**src/rtl/cpu_pkg.sv**
```systemverilog
// Shared CPU definitions: fetch FSM state type, PC width and the NOP encoding that
// the datapath substitutes for squashed instructions.
package cpu_pkg;

  localparam int unsigned PC_W = 12;
  localparam logic [31:0] NOP  = 32'h0000_0013;

  typedef enum logic [0:0] {
    StRun,
    StHalt
  } fetch_state_e;

endpackage

```
**src/rtl/sat_counter.sv**
```systemverilog
// Up-counter that sticks at all-ones instead of wrapping; synchronous clear wins over enable.
module sat_counter #(
  parameter int unsigned Width = 16
) (
  input  logic             clk,
  input  logic             clr_i,
  input  logic             en_i,
  output logic [Width-1:0] count_o
);

  logic [Width-1:0] cnt_q, cnt_d;

  always_comb begin
    cnt_d = cnt_q;
    if (clr_i) begin
      cnt_d = '0;
    end else if (en_i && (cnt_q != '1)) begin
      cnt_d = cnt_q + Width'(1);
    end
  end

  always_ff @(posedge clk) begin
    cnt_q <= cnt_d;
  end

  assign count_o = cnt_q;

endmodule

```
**src/rtl/fetch_sequencer.sv**
```systemverilog
// Fetch PC sequencer: tracks PC of fetch and EX stages, squashes wrong-path fetches after a
// redirect and supports halt/resume. All state is registered; squash_ex has no input path.
module fetch_sequencer #(
  parameter int unsigned        PC_W     = cpu_pkg::PC_W,
  parameter logic [PC_W-1:0]    RESET_PC = '0,
  parameter int unsigned        CNT_W    = 16
) (
  input  logic             clk,
  input  logic             rst,
  input  logic             branch_taken_ex,
  input  logic             jump_ex,
  input  logic [PC_W-1:0]  target_ex,
  input  logic             halt_req,
  input  logic             resume,
  output logic [PC_W-1:0]  pc_f,
  output logic [PC_W-1:0]  pc_ex,
  output logic             squash_ex,
  output logic             halted,
  output logic [CNT_W-1:0] redirect_cnt
);

  import cpu_pkg::*;

  fetch_state_e    state_q, state_d;
  logic [PC_W-1:0] pc_f_q, pc_f_d;
  logic [PC_W-1:0] pc_ex_q, pc_ex_d;
  logic            ex_valid_q, ex_valid_d;
  logic            redirect;

  // A squashed EX slot can never redirect; ex_valid is always 0 in halt.
  assign redirect = (branch_taken_ex | jump_ex) & ex_valid_q;

  always_comb begin
    state_d    = state_q;
    pc_f_d     = pc_f_q;
    pc_ex_d    = pc_ex_q;
    ex_valid_d = ex_valid_q;
    unique case (state_q)
      StRun: begin
        pc_ex_d = pc_f_q;
        if (halt_req) begin
          state_d    = StHalt;
          ex_valid_d = 1'b0;
          if (redirect) begin
            pc_f_d = target_ex;
          end
        end else if (redirect) begin
          pc_f_d     = target_ex;
          ex_valid_d = 1'b0;
        end else begin
          pc_f_d     = pc_f_q + PC_W'(1);
          ex_valid_d = 1'b1;
        end
      end
      StHalt: begin
        ex_valid_d = 1'b0;
        if (resume) begin
          state_d = StRun;
        end
      end
      default: begin
        state_d    = StRun;
        ex_valid_d = 1'b0;
      end
    endcase
  end

  always_ff @(posedge clk) begin
    if (rst) begin
      state_q    <= StRun;
      pc_f_q     <= RESET_PC;
      pc_ex_q    <= RESET_PC;
      ex_valid_q <= 1'b0;
    end else begin
      state_q    <= state_d;
      pc_f_q     <= pc_f_d;
      pc_ex_q    <= pc_ex_d;
      ex_valid_q <= ex_valid_d;
    end
  end

  sat_counter #(
    .Width (CNT_W)
  ) u_redirect_cnt (
    .clk     (clk),
    .clr_i   (rst),
    .en_i    (redirect),
    .count_o (redirect_cnt)
  );

  assign pc_f      = pc_f_q;
  assign pc_ex     = pc_ex_q;
  assign squash_ex = ~ex_valid_q;
  assign halted    = (state_q == StHalt);

endmodule

```
**config.mk**
```make
export PLATFORM = sky130hd
export DESIGN_NAME = fetch_sequencer
export DESIGN_NICKNAME = d
export VERILOG_FILES = /design/src/rtl/cpu_pkg.sv /design/src/rtl/sat_counter.sv /design/src/rtl/fetch_sequencer.sv
export SDC_FILE = /design/constraint.sdc
export NUM_CORES = 1
export LEC_CHECK = 0
export ABC_AREA = 1
export BUFFER_PORTS_ARGS = -buffer_cell sky130_fd_sc_hd__buf_2
export CAP_MARGIN = 20
export CORE_MARGIN = 3
export CORE_UTILIZATION = 58
export CTS_BUF_LIST = sky130_fd_sc_hd__clkbuf_2
export DETAILED_ROUTE_END_ITERATION = 7
export PLACE_DENSITY = 0.87
export REMOVE_ABC_BUFFERS = 1
export SKIP_LAST_GASP = 1
export SYNTH_ARGS = -nofsm -noshare
export SYNTH_HDL_FRONTEND = slang
export SYNTH_SLANG_ARGS = --single-unit
```
**constraint.sdc**
```tcl
create_clock -name clk -period 2.1 [get_ports clk]
set_input_delay 0.42 -clock clk [delete_from_list [all_inputs] [get_ports clk]]
set_output_delay 0.42 -clock clk [all_outputs]
set_load 0.01 [all_outputs]
```
After elaboration in Yosys (flattened, before gate mapping)

Index checks and enable logic that the tools add are counted.

Register bits after elaboration: 42
Logic and storage cells: 24
Latch bits: 0
Memories kept: 0
ROM bits: 0
Output and inout bits: 42
Input bits: 18
Bits in writable memories: 0

Equality and inequality tests: 2
Magnitude comparators: 0
Mux-type cells: 9
Add/sub/neg operators: 2
Shift-type cells: 0
Bitwise logic cells: 4
Div/mod/pow operators: 0
Multiply operators: 0
Reductions and logical operators: 2

Operators by type and width:

| kind                  | number |
|---|---|
| $mux 12               | 3 |
| $add 16x1->16 const B | 1 |
| $ne 16x16->1 const B  | 1 |
| $add 12x1->12 const B | 1 |
| $mux 1                | 4 |
| $pmux 1 s2            | 2 |
| $ne 2x1->1 const B    | 1 |
| $not 1->1             | 2 |
| $reduce_and 2->1      | 1 |
| $and 1x1->1           | 1 |
| $logic_and 1x1->1     | 1 |
| $or 1x1->1            | 1 |

Logic depth before layout (Yosys ltp)

Gate-level depths: netlist of run 1.

Word-level depth: 5
Gate-level depth with buffers: 10
Depth with buffers taken out: 10

Cells and area by module

Synthesis of run 1 repeated with hierarchy kept, for this count alone.

Cell total of the unflattened synthesis: 338
Area, all modules: 2,277.2 um2

Modules (own cells, without submodules):

| module          | cells each | seq. area each (um2) | times used | area each (um2) |
|---|---|---|---|---|
| fetch_sequencer | 189        | 520.5                | 1          | 1,347.5 |
| sat_counter     | 149        | 320.3                | 1          | 929.6 |

Least setup slack after synthesis of run 1

OpenSTA, ideal clock, no wires.

Kind: reg2reg
From: reg u_redirect_cnt.cnt_q[1], in the netlist u_redirect_cnt.count_o[1]
To: reg u_redirect_cnt.cnt_q[6], in the netlist u_redirect_cnt.count_o[6]
Path slack: 623 ps
Period minus slack after synthesis: 1,477 ps
Stages on the path, launching flop included: 10
Data arrival time: 1,362 ps
Path buffers: 1
Cells stage by stage: dfxtp_1 ha_1 nand2_1 nor2_4 nand2_2 nor2_1 nor2_2 buf_6 a21oi_1 nor2_1

Cells in the longest elaborated chain, start to end: 2

RTL lines:

| element                                               | RTL line          | text |
|---|---|---|
| from (decl)                                           | sat_counter.sv:11 | `logic [Width-1:0] cnt_q, cnt_d;` |
| from (signal assigned)                                | sat_counter.sv:23 | `cnt_q <= cnt_d;` |
| branches (longest 2 deep; another with $add 16x1->16) | --                |  |

Several ways; the timed one is not identified.
A chain may end at the register's enable or synchronous reset.

Final worst setup path of run 1

From: reg u_redirect_cnt.cnt_q[0], in the netlist u_redirect_cnt.count_o[0]
To: reg u_redirect_cnt.cnt_q[10], in the netlist u_redirect_cnt.count_o[10]

Same word-level chain as after synthesis.

==> results of run 1 <==
worst paths after layout:
path	startpoint	to	slack (ns)	cells after the start
worst max register to register	u_redirect_cnt.count_o[0]	u_redirect_cnt.count_o[10]	0.35	10
worst max-delay path	u_redirect_cnt.count_o[0]	u_redirect_cnt.count_o[10]	0.35	10
worst min register to register	pc_ex[1]	pc_ex[1]	0.50	2
worst min-delay path	resume	halted	0.21	2
cells in the final DEF, fill, tap and decap left out, drive strengths merged:
master and count:
nor2 49, clkinv 1, ha 2, nand3 25, nor3 2, nand2 78
and2 2, nand3b 4, a21oi 30, a211oi 1, dfxtp 42, o22ai 2
or2 3, o211ai 1, clkbuf 5, xnor2 4, o21ai 24, xor2 4
buf 61, o21bai 1, inv 29, and3 1, nand4 4
per-stage QoR:
step / hold WS [ns] / setup slack, ns / util
6_report: 0.206 / 0.346 / 0.720
5_1_grt: 0.165 / 0.0706 / 0.720
2_1_floorplan: 0.489 / 0.333 / -
3_5_place_dp: 0.475 / 0.385 / 0.712
4_1_cts: 0.202 / 0.346 / 0.720
3_3_place_gp: 0.459 / 0.455 / 0.712
state kept, by name, indices dropped and copies added (netlist names):
name	cells
halted	1
pc_f	12
u_redirect_cnt.count_o	16
pc_ex	12
ex_valid_q	1
power by group:
| group | total (W) | switching [W] | leakage [nW] | internal [W] |
|---|---|---|---|---|
| clock | 0.000314 | 0.000248 | 0.0223 | 0.0000661 |
| combinational | 0.000239 | 0.000146 | 0.793 | 0.0000935 |
| sequential | 0.000882 | 0.0000426 | 0.343 | 0.000840 |
kinds of logic (layout without fill, tap and decap cells):
| group | count (synthesis) | count (layout) | share of synthesized area |
|---|---|---|---|
| xor+xnor | 8 | 8 | 0.0323 |
| fa+ha+maj | 2 | 2 | 0.0116 |
| simple gates | 168 | 168 | 0.345 |
| buf+inv | 40 | 96 | 0.0803 |
| flops | 42 | 42 | 0.388 |
| compound gates | 59 | 59 | 0.143 |
worst reg2reg max path, delay by kind of cell (launching register included):
family                   cells  cell delay [ns]
adder cells (fa/ha/maj)      1             0.21
AND/OR/NAND/NOR              9             1.15
flip-flops                   1             0.36
routing by layer:
metal  share of wire  GRT usage
met5               0          0
met4           0.018      0.119
met3           0.072     0.0489
met2            0.49      0.420
met1            0.42      0.315
layout make-up:
type	instances	share of cell area
clock buffers	5	0.0100
well taps	46	0.0230
flip-flops and latches	42	0.337
inverters	29	0.0436
multi-input cells	237	0.461
clock inverters	1	0.00150
repair buffers	61	0.124
==> flow_summary.json, run 1 <==
{
  "crit_fanout": 15,
  "stdcell_area_mm2": 0.00250,
  "maxSlewViolCount": 0,
  "grt_pass1_vias": 2001,
  "leakage_nw": 1.16,
  "overflow": 0,
  "path_class": "reg -> reg",
  "finalCritPeriodShare": 0.835,
  "synth_commonest_cells": "nand2_1 (76), dfxtp_1 (42), nor2_1 (42), a21oi_1 (30), inv_1 (28)",
  "grt.total_usage": 0.254,
  "cp_common_cell": "nand2_1",
  "hold_violations": 0,
  "tns_ns": 0,
  "post_cts_resized": 0,
  "synth.avg_cell_area_um2": 6.79,
  "vias": 2254,
  "vias_per_cell": 5.35,
  "root_buffer": "clkbuf_2",
  "grt_pass1_wl_um": 8850,
  "cts_setup_buffers": 0,
  "io_buffers": 59,
  "cap_violations": 0,
  "ir_drop_mv": 0.488,
  "ant_nets": 0,
  "cts_buffer_depth": 2,
  "drc": 0,
  "path_buf_inv": 0,
  "drtIter0Drc": 222,
  "antenna_cells": 0,
  "finalPower_w": 0.00144,
  "place_congestion": 0.832,
  "yosysMostFrequentCell": "nand2_1",
  "synth_top_flop_cell": "dfxtp_1",
  "path_delay_family": "simple AND/OR/NAND/NOR gates",
  "clk_pin_slew_ns": 0.19,
  "syn_inst": 319,
  "status": "finished clean",
  "worstPathRequired_ns": 2.46,
  "synth_seq_cells": 42,
  "multi_input_area_mm2": 0.00115,
  "core-area_mm2": 0.00347,
  "hold_buffers": 0,
  "synth_top_area_frac": 0.388,
  "worst_pin_slew_ns": 0.637,
  "grt_max_degree": 24,
  "die_w_um": 67.1,
  "num_rows": 21,
  "placed_cell_area_mm2": 0.00247,
  "htreeDepth": 2,
  "antenna_found_initial": 0,
  "arrival_ns": 2.12,
  "hold_class": "in -> reg",
  "area_growth_pct": 15.3,
  "cp_slowest_cell": "nor2_2",
  "fmax_mhz": 570,
  "start_util": 0.624,
  "wl_um": 5150,
  "fin_skew_ns": 0.0127,
  "cts_tree": "built",
  "clkSinkCount": 42,
  "synth.yosys.seq_area_share": 0.388,
  "layout_min_cycle_time_ns": 1.75,
  "synth-edff-count": 0,
  "fin_cells": 421,
  "die_h_um": 67.1,
  "setup_viol": 0,
  "numCtsBuffers": 5,
  "syn-cell-area_mm2": 0.00217,
  "yosys.area.top_type": "dfxtp_1",
  "ios": 60,
  "maxSlewHeadroom": 0.575,
  "async_flop_share": 0,
  "post_drt_wl_per_cell_um": 12.2,
  "seq_area_um2": 841,
  "placedCellCount": 415,
  "die-area_mm2": 0.00450,
  "yosysWarnings": 0,
  "endpoint_kind": "register",
  "nets": 396,
  "cpPeakStageDelay_ns": 0.45,
  "power.density_mw_per_mm2": 575,
  "dr.pass1.iters": 4,
  "clock_latency_ns": 0.41,
  "fillers": 300,
  "yosys.cell_types.count": 32,
  "path_cells": "ha_1 -> nand2_1 -> nor2_4 -> nand2_2 -> nor2_1 -> nor2_2 -> nand2_1 -> nand2_1 -> nand2_1 -> nor2_1",
  "synth_area_leaders": "dfxtp_1 (39%), nand2_1 (13%), nor2_1 (7.3%)",
  "rsz0062_at_grt": "no",
  "start_kind": "register",
  "drive_above_1_share": 0.216,
  "dpl.hpwl_um": 3730
}
Note: power is estimated with default switching activity, not from simulation.
==> inputs of run 2 (changes only) <==
--- a/config.mk
+++ b/config.mk
@@ -9,10 +9,10 @@
 export BUFFER_PORTS_ARGS = -buffer_cell sky130_fd_sc_hd__buf_2
 export CAP_MARGIN = 20
 export CORE_MARGIN = 3
-export CORE_UTILIZATION = 58
+export CORE_UTILIZATION = 49
 export CTS_BUF_LIST = sky130_fd_sc_hd__clkbuf_2
 export DETAILED_ROUTE_END_ITERATION = 7
-export PLACE_DENSITY = 0.87
+export PLACE_DENSITY = 0.79
 export REMOVE_ABC_BUFFERS = 1
 export SKIP_LAST_GASP = 1
 export SYNTH_ARGS = -nofsm -noshare
==> constraint.sdc (replaced) <==
create_clock -name clk -period 1.5 [get_ports clk]
set_input_delay 0.3 -clock clk [delete_from_list [all_inputs] [get_ports clk]]
set_output_delay 0.3 -clock clk [all_outputs]
set_load 0.01 [all_outputs]
==> run 2 against run 1 <==
Net effect:
- the run now ends with setup timing left
- fmax increased by 17%
- routed wire length increased by 11%
- die area increased by 17%
- critical path type unchanged
- sequential power increased by 38%
==> flow_summary.json, run 2 (synthesis results as in run 1) <==
{
  "vias": 2350,
  "area_growth_pct": 31.3,
  "final_cell_mix": "nand2_1 (75), buf_2 (59), nor2_1 (37)",
  "hold_buffers": 0,
  "timing.rr.end": "u_redirect_cnt.count_o[7]",
  "status": "finished, violations left",
  "antenna_cells": 0,
  "arrival_ns": 1.86,
  "grt_pass1_vias": 2088,
  "finalCritPeriodShare": 1.00,
  "cp_slowest_cell": "dfxtp_2",
  "violations": "setup timing",
  "ios": 60,
  "power_frac_seq": 0.578,
  "p_sw_w": 0.000656,
  "path_delay_family": "flip-flops",
  "stdcell_area_mm2": 0.00284,
  "grt_max_degree": 24,
  "num_rows": 23,
  "path_buf_inv": 2,
  "worstHoldEndpoint": "halted",
  "placed_cell_area_mm2": 0.00270,
  "cts_tree": "built",
  "clock_power_share": 0.234,
  "cpPeakStageDelay_ns": 0.41,
  "final_core_util": 0.686,
  "htreeDepth": 2,
  "rsz0062_at_grt": "yes",
  "comb_power_share": 0.188,
  "wl_um": 5690,
  "placedCellCount": 447,
  "cap_violations": 0,
  "ant_nets": 0,
  "start_kind": "register",
  "startpoint": "u_redirect_cnt.count_o[1]",
  "fillers": 391,
  "die_h_um": 72.5,
  "clock_latency_ns": 0.41,
  "worstPathRequired_ns": 1.86,
  "fin_cells": 459,
  "rr_worst_depth": 9,
  "start_util": 0.523,
  "numCtsBuffers": 5,
  "hold_violations": 0,
  "drive_above_1_share": 0.325,
  "hold_class": "in -> reg",
  "maxSlewViolCount": 0,
  "switching_share": 0.310,
  "path_class": "reg -> reg",
  "die_w_um": 72.5,
  "core-area_mm2": 0.00414,
  "whs_path_depth": 2,
  "min_from": "resume",
  "dr.pass1.iters": 4,
  "endpoint_kind": "register",
  "layout_min_cycle_time_ns": 1.50,
  "die-area_mm2": 0.00525,
  "worst_pin_slew_ns": 0.279,
  "r2r_setup_slack_ns": -0.002,
  "post_drt_wl_per_cell_um": 12.4,
  "grt_pass1_wl_um": 9120,
  "fin_skew_ns": 0.00645,
  "worstReg2RegStart": "u_redirect_cnt.count_o[1]",
  "vias_per_cell": 5.12,
  "tns_ns": -0.00189,
  "mostFrequentLayoutCell": "nand2_1",
  "io_buffers": 59,
  "drc": 0,
  "worst_slack_ns": -0.00189,
  "leakage_nw": 1.36,
  "power_report.internal_total_w": 0.00146,
  "dpl.hpwl_um": 4110,
  "antenna_found_initial": 0,
  "cp_common_cell": "buf_4",
  "largest_register_ffs": 16,
  "cts_buffer_depth": 2,
  "path_cells": "ha_4 -> nand2_4 -> nor2_4 -> nand2_2 -> buf_4 -> o21ai_4 -> buf_4 -> nand2_1 -> a21oi_1",
  "setup_viol": 1,
  "grt.total_usage": 0.219,
  "drtIter0Drc": 128,
  "clk_pin_slew_ns": 0.21,
  "place_congestion": 0.825,
  "fmax_mhz": 666,
  "whs_ns": 0.0473,
  "nets": 428,
  "power.density_mw_per_mm2": 745,
  "maxSlewHeadroom": 0.813,
  "clkSinkCount": 42,
  "root_buffer": "clkbuf_2",
  "crit_fanout": 5,
  "ir_drop_mv": 0.569,
  "overflow": 0
}
## run 2: cell types whose count changed in the layout (fill, tap and decap cells not counted), moves of 4 or more
cell / change
buf_4: +30
dfxtp_1: -6
dfxtp_2: +5
nor2_1: -5
nor2_2: +4
## run 2: routing by layer
metal / wire [µm] / track usage / vias up / share of wire
met3: 321 / 0.0457 / 7 / 0.056
met2: 2860 / 0.387 / 66 / 0.50
met5: 0 / 0 / - / 0
met1: 2440 / 0.263 / 1070 / 0.43
met4: 71 / 0.0697 / 0 / 0.012
li1: - / - / 1207 / -
## run 2: cell type report
type | count | area, µm² | share of cell area
Clock buffer | 6 | 30.0 | 0.0106
Clock inverter | 2 | 8.76 | 0.00308
Inverter | 29 | 109 | 0.0383
Multi-Input combinational cell | 237 | 1220 | 0.428
Sequential cell | 42 | 851 | 0.299
Tap cell | 50 | 62.6 | 0.0220
Timing Repair Buffer | 93 | 567 | 0.199
## run 2: how the worst max path moves through the flow
stage / endpoint / cells after the start
global route: u_redirect_cnt.count_o[6] / 9
CTS: u_redirect_cnt.count_o[10] / 10
floorplan: pc_f[6] / 6
global placement: u_redirect_cnt.count_o[10] / 9
detailed placement: u_redirect_cnt.count_o[10] / 9
finish: u_redirect_cnt.count_o[7] / 9
## run 2: stage by stage
step / setup slack, ns / power (W)
after detailed placement: -0.179 / 0.00163
final: -0.00189 / 0.00212
after global placement: -0.110 / 0.00162
after CTS: -0.0114 / 0.00212
after floorplan: -0.147 / 0.00145
after global routing: -0.0632 / 0.00223
## run 2: power groups by stage
stage | Clock [W] | Sequential, W | Combinational (W)
after floorplan | 0 | 0.00127 | 0.000172
after global placement | 0 | 0.00125 | 0.000374
after global routing | 0.000547 | 0.00123 | 0.000444
after detailed placement | 0 | 0.00125 | 0.000383
final | 0.000495 | 0.00122 | 0.000399
after CTS | 0.000511 | 0.00123 | 0.000388
## run 2: what timing repair did
item                                    4_1_cts  5_1_grt
setup buffers                                 0        3
cloned                                        0        1
endpoints found under the setup margin       16       19
resized for setup                             5       21
pin swaps                                     0        9
==> inputs of run 3 (changes only) <==
--- a/config.mk
+++ b/config.mk
@@ -6,7 +6,7 @@
 export NUM_CORES = 1
 export LEC_CHECK = 0
 export ABC_AREA = 1
-export BUFFER_PORTS_ARGS = -buffer_cell sky130_fd_sc_hd__buf_2
+export BUFFER_PORTS_ARGS = -buffer_cell sky130_fd_sc_hd__buf_4
 export CAP_MARGIN = 20
 export CORE_MARGIN = 3
 export CORE_UTILIZATION = 49
@@ -15,6 +15,7 @@
 export PLACE_DENSITY = 0.79
 export REMOVE_ABC_BUFFERS = 1
 export SKIP_LAST_GASP = 1
+export SLEW_MARGIN = 15
 export SYNTH_ARGS = -nofsm -noshare
 export SYNTH_HDL_FRONTEND = slang
 export SYNTH_SLANG_ARGS = --single-unit
==> run 3 against run 2 <==
Net effect:
- largest cell class unchanged
- the flow now finishes without violations
- flip-flop and latch count stayed put
- fmax is 2.6% higher
- clock-buffer cell count stayed put
- sequential power hardly changed
- clock power is 4% lower
- critical endpoint is now u_redirect_cnt.count_o[14]
- sequential share of layout area is 2.2 points lower
- via count is 2.8% higher
- routed wire length is 5.6% higher
==> flow_summary.json, run 3 (synthesis results as in run 1) <==
{
  "status": "finished clean",
  "grt_pass1_wl_um": 9520,
  "cts_tree": "built",
  "die_w_um": 72.5,
  "dp_slack_ns": -0.139,
  "die-area_mm2": 0.00525,
  "timing.rr.end": "u_redirect_cnt.count_o[14]",
  "top_layer": "met4",
  "rsz0062_at_grt": "yes",
  "finalPower_w": 0.00217,
  "crit_fanout": 4,
  "wl_um": 6010,
  "io_buffers": 59,
  "grt_pass1_vias": 2207,
  "clk_pin_slew_ns": 0.21,
  "hold_violations": 0,
  "min_from": "resume",
  "hold_buffers": 0,
  "leakage_nw": 1.44,
  "seq_area_um2": 852,
  "met3_length_um": 315,
  "worst_slack_ns": 0.0358,
  "root_buffer": "clkbuf_2",
  "power.density_mw_per_mm2": 704,
  "multi_input_area_mm2": 0.00125,
  "clock_latency_ns": 0.40,
  "antenna_found_initial": 0,
  "ir_drop_mv": 0.520,
  "start_util": 0.523,
  "area_growth_pct": 42.1,
  "setup_viol": 0,
  "path_class": "reg -> reg",
  "hold_class": "in -> reg",
  "worst_pin_slew_ns": 0.264,
  "layout_min_cycle_time_ns": 1.46,
  "finalCritPeriodShare": 0.976,
  "arrival_ns": 1.78,
  "numCtsBuffers": 5,
  "largest_register_ffs": 16,
  "met1_length_um": 2510,
  "worstHoldEndpoint": "halted",
  "clkSinkCount": 42,
  "htreeDepth": 2,
  "cts_buffer_depth": 2,
  "drc": 0,
  "endpoint_kind": "register",
  "vias_per_cell": 5.23,
  "overflow": 0,
  "fillers": 354,
  "mostFrequentLayoutCell": "buf_4",
  "post_drt_wl_per_cell_um": 13.0,
  "cap_violations": 0,
  "grt_max_degree": 22,
  "place_congestion": 0.822,
  "placedCellCount": 449,
  "worstReg2RegStart": "u_redirect_cnt.count_o[1]",
  "r2r_setup_slack_ns": 0.04,
  "dpl.hpwl_um": 4190,
  "rr_worst_depth": 10,
  "maxSlewHeadroom": 0.823,
  "maxSlewViolCount": 0,
  "drtIter0Drc": 165,
  "final_cell_mix": "buf_4 (89), nand2_1 (72), nor2_1 (37)",
  "fin_skew_ns": 0.0131,
  "core-area_mm2": 0.00414,
  "dr.pass1.iters": 4,
  "drive_above_1_share": 0.345,
  "whs_path_depth": 2,
  "start_kind": "register",
  "fin_cells": 462,
  "die_h_um": 72.5,
  "ios": 60,
  "wl_met2_um": 3120,
  "fmax_mhz": 683,
  "ant_nets": 0,
  "nets": 431,
  "grt.total_usage": 0.225,
  "worstPathRequired_ns": 1.82,
  "tns_ns": 0,
  "vias": 2416,
  "whs_ns": 0.0891,
  "antenna_cells": 0,
  "num_rows": 23
}
run 3: how the worst max path moves through the flow:
stage	from	endpoint	slack, ns
floorplan	jump_ex	pc_f[6]	-0.15
global placement	u_redirect_cnt.count_o[0]	u_redirect_cnt.count_o[10]	-0.10
detailed placement	u_redirect_cnt.count_o[0]	u_redirect_cnt.count_o[10]	-0.14
CTS	u_redirect_cnt.count_o[0]	u_redirect_cnt.count_o[10]	-0.01
global route	u_redirect_cnt.count_o[5]	u_redirect_cnt.count_o[14]	-0.08
finish	u_redirect_cnt.count_o[1]	u_redirect_cnt.count_o[14]	0.04
run 3: repair_timing:
action                     CTS  global route
gates resized for setup      6            33
setup endpoints to repair   16            20
pin swaps                    0            14
setup buffers                0             6
run 3: layer usage:
metal,GRT usage,up-vias
li1,-,1215
met1,0.267,1119
met2,0.406,76
met3,0.0416,6
met4,0.0717,0
met5,0,-
run 3: power by group:
group | internal, W | switching, W | total (W)
logic | 0.000225 | 0.000235 | 0.000460
clock network | 0.000115 | 0.000361 | 0.000476
registers | 0.00118 | 0.0000523 | 0.00123
run 3: final cells by class:
cell class / count / area share
Timing Repair Buffer: 96 / 0.248
Sequential cell: 42 / 0.277
Inverter: 29 / 0.0354
Multi-Input combinational cell: 237 / 0.407
Clock buffer: 6 / 0.00976
Clock inverter: 2 / 0.00285
Tap cell: 50 / 0.0203
run 3: metrics by stage:
step / area (µm²) / util
2_1_floorplan: 2100 / -
3_3_place_gp: 2870 / 0.693
3_5_place_dp: 2870 / 0.693
4_1_cts: 2930 / 0.706
5_1_grt: 3080 / 0.743
6_report: 3080 / 0.743
run 3: critical path: stages (launching register included):
cell and delay [ns]:
dfxtp_2 0.40, ha_4 0.15, nand2_4 0.05, nor2_4 0.13
nand2_4 0.08, buf_6 0.12, o21ai_4 0.13, buf_6 0.13
nor2_2 0.04, nor2_1 0.09, nor2_1 0.04
